==> src/rtl/counter_pkg.sv <==
// Shared constants for the counter bank: channel direction and terminal-count behaviour.
package counter_pkg;

  localparam logic DIR_UP      = 1'b0;
  localparam logic DIR_DOWN    = 1'b1;

  localparam logic MODE_WRAP   = 1'b0;
  localparam logic MODE_RELOAD = 1'b1;

endpackage

==> src/rtl/counter_chan.sv <==
// One counter channel: up/down count on the shared tick, with wrap or auto-reload
// at terminal count, a one-cycle carry pulse and a sticky irq flag.
module counter_chan
  import counter_pkg::*;
#(
  parameter int DW = 32
) (
  input  logic          clk,
  input  logic          reset,
  input  logic          tick,
  input  logic          en,
  input  logic          dir,
  input  logic          reload_en,
  input  logic          load,
  input  logic [DW-1:0] load_data,
  input  logic          irq_clr,
  output logic [DW-1:0] count,
  output logic          carry,
  output logic          zero,
  output logic          irq
);

  localparam logic [DW-1:0] ALL_ONES = '1;

  logic [DW-1:0] reload_value;
  logic [DW-1:0] next_count;
  logic          advance;
  logic          terminal;
  logic          term_event;

  // A load in the same cycle as a tick wins, so the channel never advances then.
  assign advance    = tick & en & ~load;
  assign terminal   = (dir == DIR_UP) ? (count == ALL_ONES) : (count == '0);
  assign term_event = advance & terminal;
  assign zero       = (count == '0);

  always_comb begin
    // NOTE: next_count is defaulted before any branch so every path assigns it and no latch is inferred.
    next_count = count;
    if (load) begin
      next_count = load_data;
    end else if (advance) begin
      if (terminal) begin
        if (reload_en == MODE_RELOAD) next_count = reload_value;
        else                          next_count = (dir == DIR_UP) ? '0 : ALL_ONES;
      end else begin
        next_count = (dir == DIR_UP) ? count + 1'b1 : count - 1'b1;
      end
    end
  end

  always_ff @(posedge clk) begin
    // NOTE: sequential state uses non-blocking assignments so every register samples pre-edge values.
    if (reset) begin
      count        <= '0;
      // NOTE: the reload register is storage, but it is cleared on reset so a reload before any load yields 0.
      reload_value <= '0;
      carry        <= 1'b0;
      irq          <= 1'b0;
    end else begin
      count <= next_count;
      if (load) reload_value <= load_data;
      carry <= term_event;
      // A terminal event outranks a clear arriving in the same cycle.
      if (term_event)   irq <= 1'b1;
      else if (irq_clr) irq <= 1'b0;
    end
  end

endmodule

==> src/rtl/counter_bank.sv <==
// Bank of CH independent counters advanced by one shared programmable prescaler tick.
module counter_bank
  import counter_pkg::*;
#(
  parameter int DW = 32,
  parameter int CH = 4,
  parameter int PW = 8
) (
  input  logic             clk,
  input  logic             reset,
  input  logic [PW-1:0]    prescale,
  input  logic [CH-1:0]    en,
  input  logic [CH-1:0]    dir,
  input  logic [CH-1:0]    reload_en,
  input  logic [CH-1:0]    load,
  input  logic [CH*DW-1:0] load_data,
  input  logic [CH-1:0]    irq_clr,
  output logic [CH*DW-1:0] count,
  output logic [CH-1:0]    carry,
  output logic [CH-1:0]    zero,
  output logic [CH-1:0]    irq
);

  logic [PW-1:0] p;
  logic          tick;

  // Using >= rather than == lets a prescale lowered below p tick on the very next cycle.
  assign tick = (p >= prescale);

  always_ff @(posedge clk) begin
    if (reset)     p <= '0;
    else if (tick) p <= '0;
    else           p <= p + 1'b1;
  end

  for (genvar i = 0; i < CH; i++) begin : g_chan
    counter_chan #(
      .DW(DW)
    ) u_chan (
      .clk       (clk),
      .reset     (reset),
      .tick      (tick),
      .en        (en[i]),
      .dir       (dir[i]),
      .reload_en (reload_en[i]),
      .load      (load[i]),
      .load_data (load_data[i*DW +: DW]),
      .irq_clr   (irq_clr[i]),
      .count     (count[i*DW +: DW]),
      .carry     (carry[i]),
      .zero      (zero[i]),
      .irq       (irq[i])
    );
  end

endmodule

==> config.mk <==
export PLATFORM = sky130hd
export DESIGN_NAME = counter_bank
export DESIGN_NICKNAME = d
export VERILOG_FILES = /design/src/rtl/counter_pkg.sv /design/src/rtl/counter_chan.sv /design/src/rtl/counter_bank.sv
export SDC_FILE = /design/constraint.sdc
export NUM_CORES = 1
export LEC_CHECK = 0
export ABC_AREA = 1
export BUFFER_PORTS_ARGS = -buffer_cell sky130_fd_sc_hd__buf_2
export CAP_MARGIN = 20
export CORE_ASPECT_RATIO = 1.5
export CORE_MARGIN = 2
export CORE_UTILIZATION = 65
export DETAILED_ROUTE_END_ITERATION = 8
export HOLD_SLACK_MARGIN = 0.06
export PLACE_DENSITY = 0.88
export REMOVE_ABC_BUFFERS = 1
export SYNTH_ARGS = -nofsm -noshare
export SYNTH_HDL_FRONTEND = slang
export SYNTH_SLANG_ARGS = --single-unit
==> constraint.sdc <==
create_clock -name clk -period 4.14 [get_ports clk]
set_input_delay 0.207 -clock clk [delete_from_list [all_inputs] [get_ports clk]]
set_output_delay 0.207 -clock clk [all_outputs]
set_load 0.05 [all_outputs]
### Word-level counts from Yosys, hierarchy flattened

Index checks and enable logic that the tools add are counted.

| word-level totals | value |
|---|---|
| logic and storage cells | 96 |
| output and inout port bits | 140 |
| register bits | 272 |
| input bits | 158 |

| cells by class | value |
|---|---|
| equality and inequality tests | 4 |
| add/sub/neg operators | 9 |
| reduce and logical (&&, ||, !) cells | 13 |
| bitwise operators | 16 |
| order comparisons | 1 |
| muxes and demuxes | 36 |

Operators by type and width:

| cell | count |
|---|---|
| $mux 32 | 24 |
| $add 32x1->32 const B | 4 |
| $eq 32x32->1 const B | 4 |
| $logic_not 32->1 | 4 |
| $sub 32x1->32 const B | 4 |
| $reduce_bool 2->1 | 8 |
| $and 1x1->1 | 12 |
| $mux 1 | 12 |
| $add 8x1->8 const B | 1 |
| $ge 8x8->1 | 1 |
| $not 1->1 | 4 |
| $reduce_or 2->1 | 1 |

### Logic depth before layout (Yosys ltp)

| depth | value |
|---|---|
| depth after elaboration | 5 |
| gate-level depth with buffers | 18 |
| gate-level depth less buffers | 17 |

### By module

From an unflattened synthesis, not the netlist that was laid out.

| unflattened totals | value |
|---|---|
| cells, all modules | 4068 |
| area, all modules | 22935.7 um^2 |

Modules (own cells, without submodules):

| module | instances | area each (um^2) | seq. area each (um^2) | cells each |
|---|---|---|---|---|
| counter_chan (g_chan[1].u_chan ...) | 3 | 5586.6 | 1321.3 | 999 |
| counter_chan (g_chan[0].u_chan) | 1 | 5609.1 | 1321.3 | 996 |
| counter_bank | 1 | 566.8 | 160.2 | 75 |

### Worst setup path before layout

OpenSTA, ideal clock, no wires.

| timing path | value |
|---|---|
| path kind | reg2reg |
| from | register g_chan[1].u_chan.count[2] |
| to | register g_chan[1].u_chan.count[7] |
| path slack | 1889 ps |
| required time | 4031 ps |
| setup time | 109 ps |
| arrival time | 2142 ps |
| period minus slack after synthesis | 2251 ps |
| path buffers | 0 |
| stages on the path, launching flop included | 12 |
| cell sequence | dfxtp_1 -> ha_1 -> or2_2 -> nand3_1 -> nand2_1 -> or2_2 -> nand4_1 -> o21ai_0 -> nand2_1 -> nand3_1 -> nand2_1 -> inv_1 |

| between the ends | value |
|---|---|
| longest elaborated chain between the ends | 5 |
| elaborated cells on any way between the ends | 9 |
| classes of those cells | add/sub (2); eq/ne (1); mux (5); reduce/logical (1) |

RTL lines:

| what | line | RTL |
|---|---|---|
| start: declaration | counter_chan.sv:17 | `output logic [DW-1:0] count,` |
| start signal: assignment | counter_chan.sv:61 | `count <= next_count;` |
| $add 32x1->32 (tied with other cells) | counter_chan.sv:47 | `next_count = (dir == DIR_UP) ? count + 1'b1 : count - 1'b1;` |
| $mux 32 or $mux 1 (tied branches) | counter_chan.sv:47, counter_chan.sv:33 |  |
| $mux 32 (*) | counter_chan.sv:43 | `if (terminal) begin` |
| $mux 32 (*) | counter_chan.sv:42 | `end else if (advance) begin` |
| $mux 32 (*) | counter_chan.sv:40 | `if (load) begin` |

Mark *: on every way between the ends. The rest lies on a longest branch, timed or not. The select of a mux whose other input is x is not followed.
A chain may end at the register's enable or synchronous reset.

### Worst setup path in the final report

| timing path | value |
|---|---|
| from | register p[2] |
| to | register g_chan[2].u_chan.count[10] |

| between the ends | value |
|---|---|
| longest elaborated chain between the ends | 4 |

RTL lines:

| what | line | RTL |
|---|---|---|
| start: declaration | counter_bank.sv:24 | `logic [PW-1:0] p;` |
| start signal: assignment | counter_bank.sv:33 | `else p <= p + 1'b1;` |
| $ge 8x8->1 | counter_bank.sv:28 | `assign tick = (p >= prescale);` |
| $and 1x1->1 (2 in series) | counter_chan.sv:32 | `assign advance = tick & en & ~load;` |
| $reduce_bool 2->1 (no line) | n/a |  |
| end signal: assignment | counter_chan.sv:61 |  |
| end: declaration | counter_chan.sv:17 |  |

Every way passes these cells.

==> impl_metrics.py <==
metrics = {
    "run": {
        "maxCapViolCount": 0,
    },
    "global_routing": {
        "overflow": 0,
        "grt_pass1_wl_um": 137000,
        "gr-usage-met1": 0.497,
        "grt_most_used_layer": "met2",
        "grtUsageMet2": 0.749,
        "grtUsageMet3": 0.0780,
        "track_usage": 0.439,
        "grt_pass1_vias": 27567,
        "grt_max_degree": 100,
        "grt_antenna_before_repair": 5,
    },
    "routing": {
        "routedWlPerCell_um": 17.0,
        "route.detailed.drc": 0,
        "drt-initial-drc-count": 3246,
        "vias": 29147,
        "drt_first_pass_iters": 6,
        "ant_nets": 0,
        "drt-vias-per-instance": 5.74,
        "wl_um": 86200,
    },
    "worst_hold_path": {
        "hp-class": "in2reg",
    },
    "yosys": {
        "yosys.area_share.adder": 0.0715,
        "ys_warn_count": 0,
        "ys_types": 42,
        "syn_area_per_cell_um2": 5.59,
        "synth_compound_area_frac": 0.128,
        "synth-seq-cells": 272,
        "netlist_instances": 4238,
        "synthXorXnorAreaFrac": 0.0237,
        "seq_area_frac_synth": 0.230,
        "synthSimpleGateAreaFrac": 0.413,
        "muxShareOfSynthArea": 0,
        "syn-cell-area_mm2": 0.0237,
        "synth_top_family_by_area": "simple AND/OR/NAND/NOR gates",
    },
    "floorplanning": {
        "pin_count": 298,
        "die_y_um": 238,
        "initial_core_util": 0.659,
        "die-area_mm2": 0.0380,
        "die_w_um": 160,
        "rows": 85,
        "core-area_mm2": 0.0359,
    },
    "cts": {
        "cts.path.max_buffers": 3,
        "clkSlewWorstSetupHoldPaths_ns": 0.06,
        "root_buffer": "clkbuf_16",
        "cts_setup_buffers": 0,
        "clkLatencyLatePin_ns": 0.59,
        "cts.sinks": 272,
        "cts_buffers": 28,
        "cts_tree": "built",
        "cts.htree.levels": 1,
    },
    "place": {
        "dp_hpwl_um": 57400,
        "place_congestion": 1.04,
        "portBuffers": 297,
        "dp_slack_ns": 1.33,
    },
    "finish": {
        "nets": 4868,
        "regArea_mm2": 0.00545,
        "syn2layout_area_growth_pct": 16.8,
        "multi_input_area_mm2": 0.0151,
        "fin_util": 0.769,
        "n_fill_cell": 2981,
        "drive_gt1_frac": 0.0887,
    },
    "sta": {
        "final-hold-violation-count": 0,
        "skew_ns": 0.0147,
        "min_period_ns": 3.12,
        "max_freq_mhz": 321,
        "fin_hold_ws_ns": 0.268,
        "tightest_slew_ns": 1.07,
        "slew_violations": 0,
        "setup_ws_ns": 1.02,
        "finalSetupViolCount": 0,
        "rsz0062_at_grt": "no",
        "relSlewSlack": 0.285,
        "fin_crit_sh": 0.753,
        "setup_tns_ns": 0,
    },
    "power_and_ir_drop": {
        "power_leakage_nw": 15.8,
        "ir_drop_uv": 389,
        "p_per_area_mw_per_mm2": 336,
        "p_total_mw": 9.29,
    },
    "setup_path": {
        "path_cells": "ha_1 > nand2_1 > inv_1 > o21ai_1 > nand2_1 > nand2_2 > o2111ai_4 > nand2_4 > nand2_2 > o21ai_0 > inv_1 > nand2_1 > inv_1",
        "cp_slowest_cell": "nand2_2",
        "required_ns": 4.61,
        "start_kind": "register",
        "crit_path_max_incr_delay_ns": 0.52,
        "crit_path_end_kind": "register",
        "cp.arrival_ns": 3.59,
        "critPathKind": "reg2reg",
        "cp_max_fo": 50,
    },
    "run_status": {
        "status": "finished, final reports clean",
    },
}
-- report_power, final --
group | switching [mW] | internal [mW]
clock | 1.14 | 1.67
sequential | 0.283 | 2.80
combinational | 2.31 | 1.09
-- path summary, 6_finish.rpt --
path / startpoint / end / slack [ns] / depth (start not counted)
setup / recovery: p[2] / g_chan[2].u_chan.count[10] / 1.02 / 13
hold / removal: load[1] / g_chan[1].u_chan.reload_value[23] / 0.27 / 4
setup reg to reg: p[2] / g_chan[2].u_chan.count[10] / 1.02 / 13
hold reg to reg: g_chan[0].u_chan.reload_value[9] / g_chan[0].u_chan.reload_value[9] / 0.46 / 2
-- cell usage after synthesis, drive strengths merged --
cell type	number	area share
nand3	288	0.061
nor3b	2	0.00085
and3	3	0.00079
nor4	8	0.0021
fa	4	0.0034
nor3	48	0.010
xor2	47	0.017
o211ai	10	0.0032
a21oi	398	0.086
or2	10	0.0026
o21ai	147	0.031
o2111ai	1	0.0011
nand2	1680	0.27
nand4	60	0.016
nor2	283	0.046
xnor2	17	0.0063
o21a	2	0.00063
inv	632	0.10
nand3b	13	0.0041
a21o	7	0.0022
and2	3	0.00079
clkinv	2	0.00032
dfxtp	272	0.23
clkbuf	98	0.016
buf	61	0.018
ha	129	0.068
o21bai	13	0.0041
-- area by class of cell --
cell class                      count  share of cell area
Clock buffer                       44              0.0312
Antenna cell                        3            0.000271
Clock inverter                      8             0.00516
Multi-Input combinational cell   3173               0.545
Tap cell                          478              0.0216
Timing Repair Buffer              468               0.114
Inverter                          634              0.0861
Sequential cell                   272               0.197
-- metal layers --
metal,vias up,share of wire
li1,13966,-
met3,521,0.098
met4,4,0.078
met1,12830,0.36
met2,1826,0.47
met5,-,0.00028
-- critical path: cells and delay by family, from the launching register on --
family | cells | cell delay [ns]
AND/OR/NAND/NOR | 6 | 1.05
AO/OA/AOI/OAI | 3 | 0.95
flip-flops | 1 | 0.48
adder cells (fa/ha/maj) | 1 | 0.29
buffers and inverters | 3 | 0.21
-- registers in the layout, indices dropped and copies added (netlist names) --
| name | count |
|---|---|
| g_chan.u_chan.carry | 4 |
| g_chan.u_chan.count | 128 |
| g_chan.u_chan.reload_value | 128 |
| g_chan.u_chan.irq | 4 |
| p | 8 |
-- placed cells by master, fill, tap and decap left out, types with 8 or more instances in the layout --
cell           instances
xnor2_1               17
inv_2                 11
o21ai_0              119
buf_2                296
xor2_1                47
ha_1                 129
nand2_2               11
o21ai_1               26
nor3_1                48
o21bai_1              13
nor4_1                 8
nor2_2                 8
inv_1                621
o211ai_1              10
dfxtp_1              272
a21oi_1              395
clkbuf_8               8
nand2_1             1665
nand4_1               59
buf_4                 19
nand3_1              288
dlygate4sd3_1        153
nor2_1               275
clkbuf_16             29
nand3b_1              13
-- kinds of logic (layout without fill, tap and decap cells) --
group | count (synthesis) | after routing
flip-flops | 272 | 272
buffers and inverters | 793 | 1154
adder cells (fa/ha/maj) | 133 | 133
XOR/XNOR | 64 | 64
AO/OA/AOI/OAI | 578 | 578
other | 0 | 3
AND/OR/NAND/NOR | 2398 | 2398
-- metrics by stage --
| stage | cells | cell area, µm² |
|---|---|---|
| detailed placement | 4872 | 25100 |
| CTS | 5077 | 27700 |
| global placement | 4872 | 25100 |
| finish | 5080 | 27700 |
| global route | 5080 | 27700 |
| floorplan | 4079 | 22900 |
-- repair_timing --
action,CTS,global route
gates resized for setup,0,0
hold buffers,153,0
endpoints found under the hold margin,261,0
Power figures use the tool's default switching activity.
